### config.mk
export PLATFORM = sky130hd
export DESIGN_NAME = trs_video_capture_flat
export DESIGN_NICKNAME = d
export VERILOG_FILES = /design/src/rtl/trs_video_capture_if.sv /design/src/rtl/trs_video_capture.sv /design/src/flat_wrapper.sv
export SDC_FILE = /design/constraint.sdc
export NUM_CORES = 1
export LEC_CHECK = 0
export ABC_AREA = 1
export BUFFER_PORTS_ARGS = -buffer_cell sky130_fd_sc_hd__buf_2
export CAP_MARGIN = 20
export CORE_MARGIN = 4
export CORE_UTILIZATION = 30
export DETAILED_ROUTE_END_ITERATION = 7
export PLACE_DENSITY = 0.49
export SLEW_MARGIN = 30
export SYNTH_ARGS = -nofsm -noshare
export SYNTH_HDL_FRONTEND = slang
export SYNTH_SLANG_ARGS = --single-unit
### constraint.sdc
create_clock -name clk -period 2.1 [get_ports clk]
set_input_delay 0.105 -clock clk [delete_from_list [all_inputs] [get_ports clk]]
set_output_delay 0.105 -clock clk [all_outputs]
set_load 0.05 [all_outputs]
### src/rtl/trs_video_capture_if.sv
// Display-RAM write port of the TRS-80 video capture block.
// The RAM port always accepts, so there is no ready/valid back-pressure.
//   master : capture side, drives the strobe, address and data
//   slave  : RAM side (or any observer), receives them
// Signals
//   cap_wr_en    one-cycle write strobe
//   cap_wr_addr  {x[6:0], y[7:0]} byte address in the scan-out format
//   cap_wr_data  eight packed pixels, first sampled pixel in bit 7
interface trs_video_capture_if;
  logic        cap_wr_en;
  logic [14:0] cap_wr_addr;
  logic [7:0]  cap_wr_data;

  modport master (output cap_wr_en, cap_wr_addr, cap_wr_data);
  modport slave  (input  cap_wr_en, cap_wr_addr, cap_wr_data);
endinterface

### src/rtl/trs_video_capture.sv
// Receive side of the TRS-80 video interface. Samples the host's 1-bit video,
// HSYNC and VSYNC, recovers pixel timing with a phase accumulator restarted on
// every HSYNC trailing edge, and packs active pixels MSB-first into bytes that
// are written into the display RAM at {x,y}. Also measures frame length,
// reports lock and emits a one-cycle genlock pulse per frame.
// Ports
//   clk, rst_n          system clock, asynchronous active-low reset
//   enable              0 holds the capture FSM idle (no writes)
//   TRS_VID/HSYNC/VSYNC host video and syncs, asynchronous to clk
//   cap                 display-RAM write port (master side)
//   genlock             one-cycle pulse on VSYNC leading edge while locked
//   locked              last two frames had the same nonzero line count
//   frame_lines         line count of the last complete frame
//   line_err            sticky: a sync edge cut a line short of its bytes
module trs_video_capture #(
  parameter logic [15:0] PHASE_INC = 16'h1F00,
  parameter logic [9:0]  LEFT_SKIP = 10'd64,
  parameter logic [8:0]  TOP_SKIP  = 9'd24,
  parameter logic [6:0]  ACT_BYTES = 7'd48,
  parameter logic [7:0]  ACT_LINES = 8'd192,
  parameter logic [9:0]  MAX_LINES = 10'd400,
  parameter logic        SYNC_POL  = 1'b1
) (
  input  logic                       clk,
  input  logic                       rst_n,
  input  logic                       enable,
  input  logic                       TRS_VID,
  input  logic                       TRS_HSYNC,
  input  logic                       TRS_VSYNC,
  trs_video_capture_if.master        cap,
  output logic                       genlock,
  output logic                       locked,
  output logic [9:0]                 frame_lines,
  output logic                       line_err
);

  typedef enum logic [2:0] {IDLE, VSYNC, VBLANK, HSKIP, CAPTURE, HWAIT, VWAIT} state_t;
  state_t state;

  logic        vid_s1, vid_s2, hs_s1, hs_s2, vs_s1, vs_s2;
  logic        hs_d, vs_d;
  logic        hs_act, vs_act, hs_lead, hs_trail, vs_lead, vs_trail;
  logic [15:0] acc, acc_sum;
  logic        sample;
  logic [9:0]  lc, lc_inc;
  logic        timeout;
  logic [9:0]  cnt;
  logic [6:0]  x;
  logic [7:0]  y;
  logic [2:0]  bit_cnt;
  logic [7:0]  shreg, shreg_next;

  // Two-flop synchronizers plus the edge register. The sync flops reset to
  // the inactive sync level so releasing reset never fakes a sync edge.
  always_ff @(posedge clk or negedge rst_n) begin
    if (!rst_n) begin
      vid_s1 <= 1'b0;
      vid_s2 <= 1'b0;
      hs_s1  <= ~SYNC_POL;
      hs_s2  <= ~SYNC_POL;
      vs_s1  <= ~SYNC_POL;
      vs_s2  <= ~SYNC_POL;
      hs_d   <= 1'b0;
      vs_d   <= 1'b0;
    end else begin
      vid_s1 <= TRS_VID;
      vid_s2 <= vid_s1;
      hs_s1  <= TRS_HSYNC;
      hs_s2  <= hs_s1;
      vs_s1  <= TRS_VSYNC;
      vs_s2  <= vs_s1;
      hs_d   <= hs_act;
      vs_d   <= vs_act;
    end
  end

  // Syncs normalized to active-high before edge detection.
  assign hs_act   = (hs_s2 == SYNC_POL);
  assign vs_act   = (vs_s2 == SYNC_POL);
  assign hs_lead  = hs_act & ~hs_d;
  assign hs_trail = ~hs_act & hs_d;
  assign vs_lead  = vs_act & ~vs_d;
  assign vs_trail = ~vs_act & vs_d;

  // A pixel is sampled on each carry out of the accumulator.
  assign {sample, acc_sum} = {1'b0, acc} + {1'b0, PHASE_INC};

  always_ff @(posedge clk or negedge rst_n) begin
    if (!rst_n)        acc <= 16'd0;
    else if (hs_trail) acc <= 16'd0;
    else               acc <= acc_sum;
  end

  // A VSYNC edge on the same cycle as the HSYNC edge that would hit the
  // limit takes priority, so the timeout is suppressed in that case.
  assign lc_inc  = lc + 10'd1;
  assign timeout = hs_trail && !vs_lead && (lc_inc == MAX_LINES);

  // Frame-length measurement, lock and genlock run regardless of enable.
  always_ff @(posedge clk or negedge rst_n) begin
    if (!rst_n) begin
      lc          <= 10'd0;
      frame_lines <= 10'd0;
      locked      <= 1'b0;
      genlock     <= 1'b0;
    end else begin
      genlock <= vs_lead & locked;
      if (vs_lead) begin
        frame_lines <= lc;
        locked      <= (lc == frame_lines) && (lc != 10'd0);
        lc          <= 10'd0;
      end else if (timeout) begin
        frame_lines <= 10'd0;
        locked      <= 1'b0;
        lc          <= 10'd0;
      end else if (state == VSYNC && vs_trail) begin
        lc <= 10'd0;
      end else if (hs_trail) begin
        lc <= lc_inc;
      end
    end
  end

  assign shreg_next = {shreg[6:0], vid_s2};

  // Capture FSM. cnt counts skipped lines in VBLANK and skipped samples in
  // HSKIP; the two uses never overlap. Sync edges that cut a line short
  // drop the partial byte simply by not writing it.
  always_ff @(posedge clk or negedge rst_n) begin
    if (!rst_n) begin
      state           <= IDLE;
      cnt             <= 10'd0;
      x               <= 7'd0;
      y               <= 8'd0;
      bit_cnt         <= 3'd0;
      shreg           <= 8'd0;
      cap.cap_wr_en   <= 1'b0;
      cap.cap_wr_addr <= 15'd0;
      cap.cap_wr_data <= 8'd0;
      line_err        <= 1'b0;
    end else begin
      cap.cap_wr_en <= 1'b0;
      if (!enable || timeout) begin
        state <= IDLE;
      end else if (vs_lead && state != IDLE && state != VSYNC) begin
        if (state == CAPTURE) line_err <= 1'b1;
        state <= VSYNC;
      end else begin
        case (state)
          IDLE: if (vs_lead) state <= VSYNC;
          VSYNC: if (vs_trail) begin
            cnt   <= 10'd0;
            state <= VBLANK;
          end
          VBLANK: if (hs_trail) begin
            if (cnt == {1'b0, TOP_SKIP} - 10'd1) begin
              cnt   <= 10'd0;
              y     <= 8'd0;
              state <= HSKIP;
            end else begin
              cnt <= cnt + 10'd1;
            end
          end
          HSKIP: begin
            if (hs_lead) begin
              line_err <= 1'b1;
              state    <= HWAIT;
            end else if (sample) begin
              if (cnt == LEFT_SKIP - 10'd1) begin
                x       <= 7'd0;
                bit_cnt <= 3'd0;
                state   <= CAPTURE;
              end else begin
                cnt <= cnt + 10'd1;
              end
            end
          end
          CAPTURE: begin
            if (hs_lead) begin
              line_err <= 1'b1;
              state    <= HWAIT;
            end else if (sample) begin
              shreg   <= shreg_next;
              bit_cnt <= bit_cnt + 3'd1;
              if (bit_cnt == 3'd7) begin
                cap.cap_wr_en   <= 1'b1;
                cap.cap_wr_addr <= {x, y};
                cap.cap_wr_data <= shreg_next;
                x               <= x + 7'd1;
                if (x == ACT_BYTES - 7'd1) state <= HWAIT;
              end
            end
          end
          HWAIT: if (hs_trail) begin
            cnt <= 10'd0;
            if (y == ACT_LINES - 8'd1) begin
              state <= VWAIT;
            end else begin
              y     <= y + 8'd1;
              state <= HSKIP;
            end
          end
          VWAIT: if (vs_lead) state <= VSYNC;
          default: state <= IDLE;
        endcase
      end
    end
  end

endmodule

### src/flat_wrapper.sv
// flat-port wrapper written by rule: the top's interface ports become plain ports
module trs_video_capture_flat 
#(
  parameter logic [15:0] PHASE_INC = 16'h1F00,
  parameter logic [9:0]  LEFT_SKIP = 10'd64,
  parameter logic [8:0]  TOP_SKIP  = 9'd24,
  parameter logic [6:0]  ACT_BYTES = 7'd48,
  parameter logic [7:0]  ACT_LINES = 8'd192,
  parameter logic [9:0]  MAX_LINES = 10'd400,
  parameter logic        SYNC_POL  = 1'b1
)
  (clk, rst_n, enable, TRS_VID, TRS_HSYNC, TRS_VSYNC, genlock, locked, frame_lines, line_err, cap_cap_wr_en, cap_cap_wr_addr, cap_cap_wr_data);
  trs_video_capture_if cap_i ();
  input  logic clk;
  input  logic rst_n;
  input  logic enable;
  input  logic TRS_VID;
  input  logic TRS_HSYNC;
  input  logic TRS_VSYNC;
  output logic genlock;
  output logic locked;
  output logic [9:0] frame_lines;
  output logic line_err;
  output wire logic [$bits(cap_i.cap_wr_en)-1:0] cap_cap_wr_en;
  output wire logic [$bits(cap_i.cap_wr_addr)-1:0] cap_cap_wr_addr;
  output wire logic [$bits(cap_i.cap_wr_data)-1:0] cap_cap_wr_data;
  assign cap_cap_wr_en = cap_i.cap_wr_en;
  assign cap_cap_wr_addr = cap_i.cap_wr_addr;
  assign cap_cap_wr_data = cap_i.cap_wr_data;
  trs_video_capture #(.PHASE_INC(PHASE_INC), .LEFT_SKIP(LEFT_SKIP), .TOP_SKIP(TOP_SKIP), .ACT_BYTES(ACT_BYTES), .ACT_LINES(ACT_LINES), .MAX_LINES(MAX_LINES), .SYNC_POL(SYNC_POL)) u_core (.clk(clk), .rst_n(rst_n), .enable(enable), .TRS_VID(TRS_VID), .TRS_HSYNC(TRS_HSYNC), .TRS_VSYNC(TRS_VSYNC), .cap(cap_i), .genlock(genlock), .locked(locked), .frame_lines(frame_lines), .line_err(line_err));
endmodule
==> results_dict.tcl <==
set metrics [dict create \
    clock_latency_ns 0.36 \
    slowest_stage "dfrtp_1" \
    yosysWarningCount 0 \
    overflow 0 \
    drt_iter0_drc 213 \
    area.growth.synth_to_final_pct 26.5 \
    peakVddDrop_mv 0.387 \
    hp-class "in -> reg" \
    cts_buffers 9 \
    drive_gt1_share_pct 23.8 \
    critPathMaxStageDelay_ns 0.41 \
    yosysUniqueCellTypes 35 \
    dpl.cell_count 899 \
    crit_path_frequent_cell "nand3_4" \
    grt_pass1_vias 4261 \
    powerDensity_nw_per_um2 855 \
    clockBufferDepth 2 \
    io_pins 43 \
    setup_violations 0 \
    routabilityCongestion 0.888 \
    rsz0062_at_grt "yes" \
    fmax_mhz 495 \
    first_pass_iters 4 \
    start_kind "flop" \
    diodes 0 \
    avgSynthCellArea_um2 8.11 \
    cp_top_family "simple AND/OR/NAND/NOR gates" \
    grt_use_total_pct 12.9 \
    die_area_um2 19000 \
    synth.net_count 640 \
    fp.coreArea_um2 16600 \
    syn_inst 625 \
    grt_pass1_wl_mm 20.6 \
    worst_slew_pin_slew_ns 0.490 \
    wire_per_inst_um 13.1 \
    vias 4304 \
    required_ns 2.34 \
    path_class "reg -> reg" \
    cp.arrival_ns 2.27 \
    clock-root-buffer "clkbuf_16" \
    rows 47 \
    synth-seq-cells 101 \
    crit_path_end_kind "flop" \
    fin_nets 721 \
    worst-path-buf-inv 2 \
    antenna_found_initial 0 \
    post-route-drc-count 0 \
    post-route-period-util_pct 96.3 \
    period_needed_ns 2.02 \
    syn_area_um2 5070 \
    ant_nets 0 \
    cts_sinks 101 \
    initial_core_util_pct 30.6 \
    finalClockSkew_ns 0.0100 \
    dpl.hpwl_mm 8.70 \
    vias_per_cell 4.62 \
    hold_viol 0 \
    slew_headroom_pct 67.0 \
    cts_tree "built" \
    crit_chain "ha_4, nand3_4, nor2_4, nand2_2, xor2_2, nand3_4, nand2_4, inv_4, nand3_4, clkbuf_16, nand2_2, o21ai_1" \
    hold-worst-slack_ns 0.111 \
    status "complete, no violations" \
    die_x_um 138 \
    grt_max_degree 49 \
    leakagePower_nw 3.06 \
    stdcell_count 931 \
    finalMaxSlewViolations 0 \
    drt_wl_total_mm 12.2 \
    htree_levels 3 \
    die_y_um 138 \
    n_fill_cell 1734 \
    seq_area_frac_synth_pct 49.8 \
    io_buffers 42 \
    crit_fanout 10 \
    drv_cap 0 \
    clk_pin_slew_ns 0.08 \
]
==> worst register-to-register path, stage by stage (launching register included) <==
cell and delay, ns:
dfrtp_1 0.41, ha_4 0.18, nand3_4 0.08, nor2_4 0.15
nand2_2 0.07, xor2_2 0.17, nand3_4 0.16, nand2_4 0.09
inv_4 0.09, nand3_4 0.18, clkbuf_16 0.23, nand2_2 0.05
o21ai_1 0.05
==> layout by cell type, fill, tap and decap left out, drive strengths merged, types with 2 or more instances in the layout <==
| master | n |
|---|---|
| xnor2 | 3 |
| nand3 | 43 |
| o22ai | 9 |
| nand4 | 10 |
| clkbuf | 12 |
| nor3b | 2 |
| a31oi | 3 |
| inv | 82 |
| xor2 | 15 |
| dlygate4sd3 | 4 |
| dfrtp | 101 |
| a21oi | 12 |
| buf | 73 |
| nor3 | 12 |
| clkinv | 3 |
| nand2 | 169 |
| o21ai | 72 |
| ha | 9 |
| nor2 | 66 |
| nor4 | 3 |
==> cell type report <==
cell class	count	area, um2	share of cell area, %
tap	220	275	4.29
clock inverter	7	57.6	0.897
clock buffer	9	225	3.51
inverter	79	299	4.66
timing repair buffer	80	622	9.69
multi-input combinational	435	2410	37.5
sequential	101	2530	39.4
==> stage by stage <==
step / worst slack, ns / total power, mW / cell area, um2 / utilization [%] / setup TNS [ns]
floorplan: 0.130 / 3.36 / 5070 / - / 0
global placement: 0.108 / 3.80 / 5680 / 34.3 / 0
detailed placement: 0.0262 / 3.84 / 5680 / 34.3 / 0
CTS: 0.00505 / 5.50 / 6000 / 36.2 / 0
global route: -0.0515 / 5.87 / 6420 / 38.7 / -0.856
finish: 0.0785 / 5.49 / 6420 / 38.7 / 0
==> worst paths after layout <==
check / start / endpoint / slack [ns] / cells past startpoint
setup / recovery: u_core.lc[1] / u_core.cap.cap_wr_addr[3] / 0.08 / 12
min in group asynchronous: rst_n / u_core.frame_lines[7] / 0.26 / 2
hold / removal: enable / u_core.line_err / 0.11 / 3
hold reg to reg: u_core.vs_s1 / u_core.vs_act / 0.35 / 0
setup reg to reg: u_core.lc[1] / u_core.cap.cap_wr_addr[3] / 0.08 / 12
max in group asynchronous: rst_n / u_core.x[4] / 1.20 / 3
==> sequential cells by signal, indices dropped and copies added (netlist names), 3 cells and up <==
register / count
u_core.cap.cap_wr_data: 8
u_core.acc: 8
u_core.y: 8
u_core.cnt: 10
u_core.shreg: 7
u_core.state: 3
u_core.cap.cap_wr_addr: 15
u_core.lc: 10
u_core.frame_lines: 10
u_core.bit_cnt: 3
u_core.x: 7
==> kinds of logic (layout without fill, tap and decap cells) <==
family	count (synthesis)	count (layout)	share of synthesized area (%)
xor gates and xnor gates	18	18	3.11
and+or+nand+nor	306	306	26.7
DFF	101	101	49.8
AOI/OAI and AO/OA	102	102	10.7
adders and majority gates	9	9	2.22
buffers and inverters	89	175	7.43
==> where the power goes <==
group          switching, mW  total [mW]  internal, mW
Sequential             0.178        2.34          2.16
Clock                  0.800        1.62         0.824
Combinational           1.01        1.53         0.513
Total                   1.99        5.49          3.50
==> metal layers <==
layer	global-route usage (%)	up-vias	share of wire, %
met5	0	-	0
met4	4.47	0	1.6
met3	3.28	12	2.6
met2	20.1	54	47
met1	17.6	2044	49
li1	-	2194	-
==> synth_stat cells, drive strengths merged <==
library cell	instances	share of area, %
nor2	66	5.5
o211ai	1	0.15
xnor2	3	0.52
inv	79	5.8
o41ai	1	0.17
nand3	43	5.0
a221oi	1	0.17
nor4	3	0.37
clkbuf	1	0.074
buf	9	1.5
o21ai	72	7.1
xor2	15	2.6
a21oi	12	1.2
o21bai	1	0.15
nor3b	2	0.30
o21a	1	0.15
o22ai	9	1.1
nand2	169	13
a31oi	3	0.37
nor3	12	1.5
or2	1	0.12
a211oi	1	0.15
ha	9	2.2
nand4	10	1.2
dfrtp	101	50
==> timing repair <==
| action | in CTS | in global routing |
|---|---|---|
| endpoints found under the setup margin | 0 | 56 |
| endpoints found under the hold margin | 37 | 0 |
| buffers inserted | 0 | 8 |
| resized for setup | 0 | 73 |
| hold buffers | 4 | 0 |
No activity file was read; power rests on OpenSTA's default activity.
